[config.mk]
export PLATFORM = sky130hd
export DESIGN_NAME = tdc_sweep_ctrl
export DESIGN_NICKNAME = d
export VERILOG_FILES = /design/src/rtl/tdc_sweep_ctrl.sv
export SDC_FILE = /design/constraint.sdc
export NUM_CORES = 1
export LEC_CHECK = 0
export ABC_CLOCK_PERIOD_IN_PS = 4900
export CORE_UTILIZATION = 59
export CTS_BUF_LIST = sky130_fd_sc_hd__clkbuf_8
export DETAILED_ROUTE_END_ITERATION = 8
export PLACE_DENSITY = 0.89
export SETUP_SLACK_MARGIN = 0.02
export SYNTH_ARGS = -nofsm -noshare
export SYNTH_HDL_FRONTEND = slang
export SYNTH_SLANG_ARGS = --single-unit
[constraint.sdc]
create_clock -name clk -period 4.9 [get_ports clk]
set_input_delay 0.49 -clock clk [delete_from_list [all_inputs] [get_ports clk]]
set_output_delay 0.49 -clock clk [all_outputs]
set_load 0.05 [all_outputs]
[src/rtl/tdc_sweep_ctrl.sv]
// Delay-line TDC sweep controller: steps the stop-delay code from min to max,
// accumulates 2^SAMPLES_LOG2 synchronized thermometer samples per code and reports each sum.
module tdc_sweep_ctrl #(
  parameter int unsigned SETTLE_CYCLES = 4,
  parameter int unsigned SAMPLES_LOG2  = 3
) (
  input  logic                      clk,
  input  logic                      rst,
  input  logic                      start_i,
  input  logic [4:0]                delay_min_i,
  input  logic [4:0]                delay_max_i,
  input  logic [7:0]                term_i,
  output logic [4:0]                delay_en_o,
  output logic                      trig_o,
  output logic                      busy_o,
  output logic                      done_o,
  output logic                      res_valid_o,
  input  logic                      res_ready_i,
  output logic [4:0]                res_delay_o,
  output logic [4+SAMPLES_LOG2-1:0] res_sum_o,
  output logic                      res_err_o
);

  localparam int unsigned SUM_W = 4 + SAMPLES_LOG2;
  localparam int unsigned CNT_W = SAMPLES_LOG2 + 1;
  localparam logic [CNT_W-1:0] N_SAMPLES   = CNT_W'(1 << SAMPLES_LOG2);
  localparam logic [7:0]       SETTLE_LAST = 8'(SETTLE_CYCLES - 1);

  typedef enum logic [2:0] {
    IDLE, ARM, SETTLE, CAPTURE, REPORT, DONE
  } state_t;

  state_t             state_q, state_d;
  logic [7:0]         term_s1, term_s2;
  logic [4:0]         delay_q, delay_d;
  logic [4:0]         dmax_q, dmax_d;
  logic [SUM_W-1:0]   acc_q, acc_d;
  logic               err_q, err_d;
  logic [CNT_W-1:0]   smp_q, smp_d;
  logic [7:0]         set_q, set_d;
  logic [3:0]         ones;
  logic [7:0]         term_inc;
  logic               bubble;

  always_ff @(posedge clk) begin
    if (rst) begin
      state_q <= IDLE;
      term_s1 <= '0;
      term_s2 <= '0;
      delay_q <= '0;
      dmax_q  <= '0;
      acc_q   <= '0;
      err_q   <= 1'b0;
      smp_q   <= '0;
      set_q   <= '0;
    end else begin
      state_q <= state_d;
      term_s1 <= term_i;
      term_s2 <= term_s1;
      delay_q <= delay_d;
      dmax_q  <= dmax_d;
      acc_q   <= acc_d;
      err_q   <= err_d;
      smp_q   <= smp_d;
      set_q   <= set_d;
    end
  end

  // A valid code has ones contiguous from bit 0, i.e. code & (code+1) == 0.
  always_comb begin
    ones = '0;
    for (int unsigned i = 0; i < 8; i++) ones = ones + {3'b000, term_s2[i]};
    term_inc = term_s2 + 8'd1;
    bubble   = |(term_s2 & term_inc);
  end

  always_comb begin
    state_d = state_q;
    delay_d = delay_q;
    dmax_d  = dmax_q;
    acc_d   = acc_q;
    err_d   = err_q;
    smp_d   = smp_q;
    set_d   = set_q;
    case (state_q)
      IDLE: begin
        if (start_i) begin
          if (delay_min_i <= delay_max_i) begin
            delay_d = delay_min_i;
            dmax_d  = delay_max_i;
            acc_d   = '0;
            err_d   = 1'b0;
            smp_d   = '0;
            state_d = ARM;
          end else begin
            state_d = DONE;
          end
        end
      end
      ARM: begin
        set_d   = '0;
        state_d = SETTLE;
      end
      SETTLE: begin
        if (set_q == SETTLE_LAST) state_d = CAPTURE;
        else                      set_d   = set_q + 8'd1;
      end
      CAPTURE: begin
        acc_d = acc_q + SUM_W'(ones);
        if (bubble) err_d = 1'b1;
        smp_d   = smp_q + 1'b1;
        state_d = (smp_d == N_SAMPLES) ? REPORT : ARM;
      end
      REPORT: begin
        // delay never exceeds dmax, so inequality alone keeps the code from wrapping.
        if (res_ready_i) begin
          if (delay_q != dmax_q) begin
            delay_d = delay_q + 5'd1;
            acc_d   = '0;
            err_d   = 1'b0;
            smp_d   = '0;
            state_d = ARM;
          end else begin
            state_d = DONE;
          end
        end
      end
      DONE:    state_d = IDLE;
      default: state_d = IDLE;
    endcase
  end

  assign busy_o      = (state_q != IDLE);
  assign trig_o      = (state_q == ARM);
  assign done_o      = (state_q == DONE);
  assign res_valid_o = (state_q == REPORT);
  assign delay_en_o  = (state_q == IDLE || state_q == DONE) ? '0 : delay_q;
  assign res_delay_o = delay_q;
  assign res_sum_o   = acc_q;
  assign res_err_o   = err_q;

endmodule

## Word-level counts from Yosys, hierarchy flattened

Cells that the tools add are included.

| storage, ports and cells | value |
|---|---|
| register bits | 49 |
| word-level logic and storage cells | 82 |
| output and inout port bits | 22 |
| input bits | 22 |

| cells by class | value |
|---|---|
| magnitude comparators | 1 |
| add/subtract/negate cells | 12 |
| reductions and logical operators | 13 |
| bitwise logic cells | 1 |
| multiplexer cells | 31 |
| equal/unequal tests | 15 |

Operators by type and width:

| operator | number |
|---|---|
| two-way mux 7 bit | 4 |
| two-way mux 5 bit | 5 |
| one-hot mux 7 bit (3 select lines) | 1 |
| two-way mux 3 bit | 6 |
| adder 4 x 1 -> 4 bit | 4 |
| adder 8 x 1 -> 8 bit (second input constant) | 2 |
| two-way mux 4 bit | 4 |
| one-hot mux 8 bit (2 select lines) | 1 |
| one-hot mux 3 bit (5 select lines) | 1 |
| one-hot mux 4 bit (3 select lines) | 1 |
| != test 2 bit (second input constant) | 5 |
| one-hot mux 5 bit (2 select lines) | 1 |
| AND reduction 5 bit | 2 |
| AND 8 bit | 1 |
| == test 8 x 2 -> 1 bit (second input constant) | 1 |
| two-way mux 8 bit | 1 |
| OR reduction 8 bit | 1 |
| adder 7 x 4 -> 7 bit | 1 |
| == test 3 x 2 -> 1 bit (second input constant) | 2 |
| == test 3 bit (second input constant) | 2 |
| AND reduction 3 bit | 2 |
| AND reduction 6 bit | 1 |
| nonzero test 3 bit | 2 |
| adder 5 x 1 -> 5 bit (second input constant) | 1 |
| other kinds (15) | 21 |

## Depth between registers and ports, before layout

Gate-level depths: netlist (run 1).

| depth | value |
|---|---|
| depth after elaboration | 9 |
| gate-level depth with buffers | 12 |
| mapped depth without buffers | 12 |

## Worst setup path before layout (run 1)

No wires, ideal clock.

| timing | value |
|---|---|
| kind | flip-flop to flip-flop |
| start point | register acc_q[0], in the netlist res_sum_o[0] |
| end point | register acc_q[6], in the netlist res_sum_o[6] |
| clock period less this slack | 3653 ps |
| buffers on the path | 0 |
| library setup time | 70 ps |
| slack | 1247 ps |
| data required time | 4830 ps |
| cell stages (with the launch flop) | 13 |
| arrival | 3583 ps |
| cell sequence | dfxtp_1 fa_1 inv_1 fa_1 fa_1 fa_1 inv_1 fa_1 a21o_1 a21oi_1 nand3b_1 or4_1 a21oi_1 |

| on the way | value |
|---|---|
| word-level cells in the longest chain between the ends | 2 |

Ends and longest elaborated chain:

| element | line | source |
|---|---|---|
| start: declaration | 37 | `logic [SUM_W-1:0] acc_q, acc_d;` |
| start signal: assignment | 52 | `acc_q <= '0;` |
| start signal: assignment | 62 | `acc_q <= acc_d;` |
| adder 7 x 4 -> 7 bit | 109 | `acc_d = acc_q + SUM_W'(ones);` |
| one-hot mux 7 bit (3 select lines) | 85 | `case (state_q)` |

No other way between the ends.
A chain may end at the register's enable or synchronous reset.

## Worst setup path in the final report (run 1)

Ends and elaborated chain as after synthesis.

==> summary.txt, run 1 <==
# rows: 23
share of post-route cells with drive strength above 1: 5.389%
Syn Inst Count: 294
final setup fails: 0
Max Clk Rate: 0.2858 GHz
DP Cell Count: 376
multi-input logic area: 1498 um2
min cycle time layout: 3.499 ns
status: complete, no violations
clock-pin transition on the worst setup and hold timing paths: 0.08 ns
final instance area: 3153 um2
Post-CTS Setup Repair Bufs: 0
Final ANT Viol Nets: 0
syn avg cell area: 8.954 um2
Yosys top cell area share: 37.26%
core footprint: 4144 um2
Final Skew: 0.004198 ns
total of max-cap violations: 0
CP bufs+invs: 2
Post-synth EDFFs: 0
CTS resizes: 0
Max H-tree Level: 2
crit path launch type: flip-flop
CP Class: reg -> reg
crit path max-delay cell type: fa_1
total number of vias: 2158
worst slew pin tran: 0.7159 ns
Worst Hold Class: reg -> reg
Synth Register Bits: 49
Final Net Count: 374
commonest non-fill, non-tap cell in the layout: dfxtp_1
IO Pins: 44
RSZ-0062 raised after global routing: false
CTS tree: yes
grt ovf: 0
Clock Tree Buf Depth: 2
Routability Congestion: 0.8289
Worst-Skew Late Latency: 0.30 ns
Final Hold Viols: 0
Num CTS Buffers: 5
warnings from Yosys: 0
Netlist Area Pre-Place: 2633 um2
fin. max-slew vios: 0
Avg WL per Cell: 14.02 um
most frequent cells in the layout: dfxtp_1 (49), clkdlybuf4s50_1 (43), a21oi_1 (25)
ANT cells: 0
syn_nets: 335
Worst Setup Slack, final: 1.401 ns
Setup TNS: 0 ns
largest net degree at the start of global routing: 38
Crit path top cell by count: fa_1
global-route wire length before repair: 9032 um
Final period util: 71.42%
post-synthesis sequential area ratio: 37.26%
drt pass-1 iters: 4
GRT Resource Usage Total: 25.58%
crit-path cells: fa_1 -> inv_1 -> fa_1 -> fa_1 -> fa_1 -> inv_1 -> fa_1 -> a21o_1 -> a21oi_1 -> nand3b_1 -> or4_1 -> a21oi_1
drt drc: 0
DRT iter0 DRCs: 112
Synth area leader: dfxtp_1
synth top area cells: dfxtp_1 (37%), ha_1 (6.7%), a21oi_1 (4.8%), nor2b_1 (4.5%), fa_1 (3.8%)
Hold Buf Count CTS: 0
Pleak: 1.229 nW
worst path arrival time: 3.74 ns
critical path peak fanout: 3
Reg area: 980.9 um2
Via density: 5.620
drt total wl: 5384 um
pre-CTS setup slack: 1.412 ns
Max-slew headroom: 52.27%
fillcell total: 315
ys flop type: dfxtp_1
PortBufs: 43
number of global-route vias before repair: 2122
Worst EP required: 5.14 ns
initial antenna violation count: 0
CP Capture Type: flip-flop
die width: 68.80 um
Cell variety after synth: 57
die footprint: 4733 um2
Initial Util: 63.53%
area delta synth->final: 19.77%
Max stage delay on crit path: 0.53 ns
fin cells: 384
worst IR drop on VDD: 0.0003048 V
Post-DP Area: 3070 um2
PD cells: 458.6 nW/um2
Root Driver: clkbuf_8
asr flop ratio synth: 0%
die outline height: 68.80 um
CTS sink cnt: 49
CP delay by family, top: adder cells
detailed placement HPWL: 3911 um
==> through the flow <==
stage	hold slack, ns	utilization (%)	power, mW
2_1_floorplan	0.4138	-	1.054
3_3_place_gp	0.4178	74.09	1.208
6_report	0.4408	76.09	1.446
3_5_place_dp	0.4231	74.09	1.225
5_1_grt	0.4659	76.09	1.547
4_1_cts	0.4435	76.09	1.451
==> flip-flops by register name, summed over array words and instances (netlist names) <==
register,count
term_s2,8
smp_q,4
res_delay_o,5
term_s1,8
set_q,8
state_q,3
dmax_q,5
res_err_o,1
res_sum_o,7
==> per-layer routing <==
layer / GRT usage (%) / part of all wire [%]
met4: 11.22 / 1.7
met1: 31.40 / 47
met2: 42.65 / 46
met3: 5.921 / 5.0
met5: 0 / 0
==> where the power goes <==
part / internal [mW] / leakage, nW / switching, mW / total [mW]
logic: 0.254 / 0.779 / 0.443 / 0.697
clock network: 0.0970 / 0.0491 / 0.127 / 0.224
registers: 0.449 / 0.400 / 0.0752 / 0.525
total: 0.801 / 1.23 / 0.645 / 1.45
==> synthesized netlist by cell type (2+ instances only) <==
cell,n
inv_1,22
and2_1,7
o21ai_0,5
nor2_1,20
nor4b_1,2
nand3_1,8
or4_1,3
buf_2,5
nand2_1,11
mux2i_1,8
nor2b_1,19
fa_1,5
a21o_1,2
xor2_1,6
nor3_1,10
o221ai_1,2
ha_1,14
or3_1,6
nand3b_1,2
and3_1,4
a311oi_1,2
xnor2_1,9
a21oi_1,25
and4_1,2
o21ai_1,5
nand2b_1,3
dfxtp_1,49
o31ai_1,6
clkbuf_1,4
==> worst register-to-register path, delay by kind of cell (launching register included) <==
family	cells	cell delay (ns)
AOI/OAI and AO/OA	3	0.34
buffers and inverters	2	0.13
adders and majority gates	5	2.05
and+or+nand+nor	2	0.57
DFF	1	0.34
==> worst paths after layout <==
kind,end,depth (start not counted),slack (ns),from
max,res_sum_o[6],12,1.40,res_sum_o[0]
min,term_s2[2],1,0.44,term_s1[2]
max reg2reg,res_sum_o[6],12,1.40,res_sum_o[0]
min reg2reg,term_s2[2],1,0.44,term_s1[2]
==> logic make-up after synthesis <==
family | synth area share [%]
AND/OR/NAND/NOR | 22.86
AO/OA/AOI/OAI | 15.54
flip-flops | 37.26
buffers and inverters | 5.846
adder cells (fa/ha/maj) | 10.46
XOR/XNOR | 4.991
multiplexers | 3.042
==> final cells by class <==
class                           count  share of cell area [%]
Sequential cell                    49                   31.11
Tap cell                           50                   1.984
Clock buffer                        5                   2.183
Inverter                           23                   2.897
Clock inverter                      3                  0.4365
Multi-Input combinational cell    210                   47.50
Timing Repair Buffer               44                   13.89
Power figures use the tool's default switching activity.
==> inputs of run 2 (changes only) <==
--- a/config.mk
+++ b/config.mk
@@ -5,11 +5,11 @@
 export SDC_FILE = /design/constraint.sdc
 export NUM_CORES = 1
 export LEC_CHECK = 0
-export ABC_CLOCK_PERIOD_IN_PS = 4900
-export CORE_UTILIZATION = 59
+export ABC_CLOCK_PERIOD_IN_PS = 3100
+export CORE_UTILIZATION = 50
 export CTS_BUF_LIST = sky130_fd_sc_hd__clkbuf_8
 export DETAILED_ROUTE_END_ITERATION = 8
-export PLACE_DENSITY = 0.89
+export PLACE_DENSITY = 0.81
 export SETUP_SLACK_MARGIN = 0.02
 export SYNTH_ARGS = -nofsm -noshare
 export SYNTH_HDL_FRONTEND = slang
==> constraint.sdc (replaced) <==
create_clock -name clk -period 3.1 [get_ports clk]
set_input_delay 0.31 -clock clk [delete_from_list [all_inputs] [get_ports clk]]
set_output_delay 0.31 -clock clk [all_outputs]
set_load 0.05 [all_outputs]
==> summary.txt, run 2 (synthesis results as in run 1) <==
status: finished with violations
failing checks: setup timing
grt ovf: 0 (unchanged)
DRT iter0 DRCs: 84 (-25%)
Avg WL per Cell: 14.02 um (about the same)
RSZ-0062 raised after global routing: true
Num CTS Buffers: 5 (unchanged)
PortBufs: 43 (unchanged)
Final Skew: 0.01309 ns (+0.008892 ns)
drt pass-1 iters: 4 (unchanged)
RR Startpoint: res_sum_o[0]
Setup TNS: -0.8254 ns (-0.8254 ns)
core footprint: 5075 um2 (+22%)
Root Driver: clkbuf_8
clock-pin transition on the worst setup and hold timing paths: 0.09 ns (about the same)
crit path launch type: flip-flop
# rows: 26 (+13%)
GR Util met1: 27.89% (-3.5 points)
Worst Setup Slack, final: -0.3790 ns (-1.780 ns)
final setup fails: 3 (+3)
Via density: 5.468 (-2.7%)
die footprint: 5559 um2 (+17%)
commonest non-fill, non-tap cell in the layout: dfxtp_1
CP Class: reg -> reg
Final Hold Viols: 0 (unchanged)
area delta synth->final: 23.53%
die width: 74.56 um (+8.4%)
Pleak: 1.258 nW (+2.4%)
Final period util: 112.2% (+41 points)
PD cells: 728.2 nW/um2 (+59%)
share of post-route cells with drive strength above 1: 9.706% (+4.3 points)
Hold Startpoint: term_s1[4]
min cycle time layout: 3.479 ns (-0.02047 ns)
largest net degree at the start of global routing: 21 (-45%)
pre-CTS setup slack: -0.3737 ns (-1.786 ns)
initial antenna violation count: 0 (unchanged)
RR Endpoint: res_sum_o[6]
worst path arrival time: 3.72 ns (-0.02 ns)
Max H-tree Level: 2 (unchanged)
Worst-Skew Late Latency: 0.31 ns (about the same)
FF-to-FF setup slack: -0.38 ns (-1.78 ns)
fin. max-slew vios: 0 (unchanged)
GRT Resource Usage Total: 21.56% (-4.0 points)
total number of vias: 2242 (+3.9%)
detailed placement HPWL: 4207 um (+7.6%)
CTS tree: yes
critical path peak fanout: 2 (-1)
global-route wire length before repair: 9204 um (+1.9%)
met2 Usage GRT: 36.44% (-6.2 points)
Final Net Count: 380 (+1.6%)
Hold Path Sink: term_s2[4]
Hold Path Depth: 1 (unchanged)
Worst EP required: 3.35 ns (-1.79 ns)
number of global-route vias before repair: 2063 (-2.8%)
IO Pins: 44 (unchanged)
GRT met3 Usage: 4.472% (-1.4 points)
Max-slew headroom: 49.57% (-2.7 points)
Initial Util: 51.87% (-12 points)
biggest regs: set_q (8), term_s1 (8), term_s2 (8)
Reg2Reg Depth: 12 (unchanged)
ANT cells: 0 (unchanged)
drt total wl: 5750 um (+6.8%)
drt drc: 0 (unchanged)
most frequent cells in the layout: dfxtp_1 (48), clkdlybuf4s50_1 (43), inv_1 (22), a21oi_1 (22), nor2_1 (20)
Final ANT Viol Nets: 0 (unchanged)
CP Capture Type: flip-flop
CTS sink cnt: 49 (unchanged)
Routability Congestion: 0.8512 (+2.7%)
Hold Buf Count CTS: 0 (unchanged)
die outline height: 74.56 um (+8.4%)
Clock Tree Buf Depth: 2 (unchanged)
Worst Hold Class: reg -> reg
worst slew pin tran: 0.7541 ns (+0.03820 ns)
total of max-cap violations: 0 (unchanged)
Max Clk Rate: 0.2874 GHz (+0.59%)
worst IR drop on VDD: 0.0004987 V (+64%)
Most Crowded Layer GR: met2
-- run 2: stage by stage --
step	hold slack (ns)	std cells	cell area [um2]	power [mW]	util [%]
floorplan	0.4138	294	2641	1.674	-
global route	0.4588	410	3252	2.495	64.08
CTS	0.4403	409	3228	2.364	63.61
detailed placement	0.4275	401	3142	1.993	61.91
finish	0.4414	410	3252	2.368	64.08
global placement	0.4209	401	3142	1.959	61.91
-- run 2: worst max-delay path by stage --
| stage | startpoint | endpoint | slack [ns] | cells after the start |
|---|---|---|---|---|
| after floorplan | res_sum_o[0] | res_sum_o[6] | -0.31 | 12 |
| after global placement | res_sum_o[0] | res_sum_o[6] | -0.27 | 12 |
| after detailed placement | res_sum_o[0] | res_sum_o[6] | -0.37 | 12 |
| after CTS | res_sum_o[0] | res_sum_o[6] | -0.36 | 12 |
| after global routing | res_sum_o[0] | res_sum_o[6] | -0.48 | 12 |
| final | res_sum_o[0] | res_sum_o[6] | -0.38 | 12 |
-- run 2: what timing repair did --
action / CTS / global route
buffers inserted: 0 / 1
resized for setup: 1 / 4
gates cloned: 0 / 0
setup endpoints to repair: 4 / 5
pin swaps: 3 / 2
hold endpoints to repair: 0 / 0
-- run 2: report_power, final --
group | switching [mW] | total (mW) | leakage [nW] | internal, mW
clock network | 0.222 | 0.376 | 0.0491 | 0.154
logic | 0.732 | 1.16 | 0.807 | 0.429
registers | 0.117 | 0.831 | 0.401 | 0.714
total | 1.07 | 2.37 | 1.26 | 1.30
-- run 2: cell type report --
class                   instances  area (um2)
fillers                       451        1823
flip-flops and latches         49       984.7
inverters                      23       91.34
well taps                      70       87.58
clock inverters                 3       13.76
multi-input cells             210        1523
repair buffers                 50       483.0
clock buffers                   5       68.82
-- run 2: worst max-delay path, stage by stage, from the launching register on --
cell and delay, ns:
dfxtp_4 0.35, fa_1 0.53, inv_1 0.05, fa_1 0.50, fa_1 0.44, fa_2 0.37
inv_2 0.07, fa_2 0.19, a21o_1 0.13, a21oi_2 0.06, nand3b_1 0.18, or4_4 0.43
a21oi_2 0.13
-- run 2: per-layer routing --
layer | routed length [um] | up-vias
met1 | 2670 | 1069
li1 | - | 1119
met2 | 2791 | 50
met5 | 0 | -
met3 | 258 | 4
met4 | 29 | 0
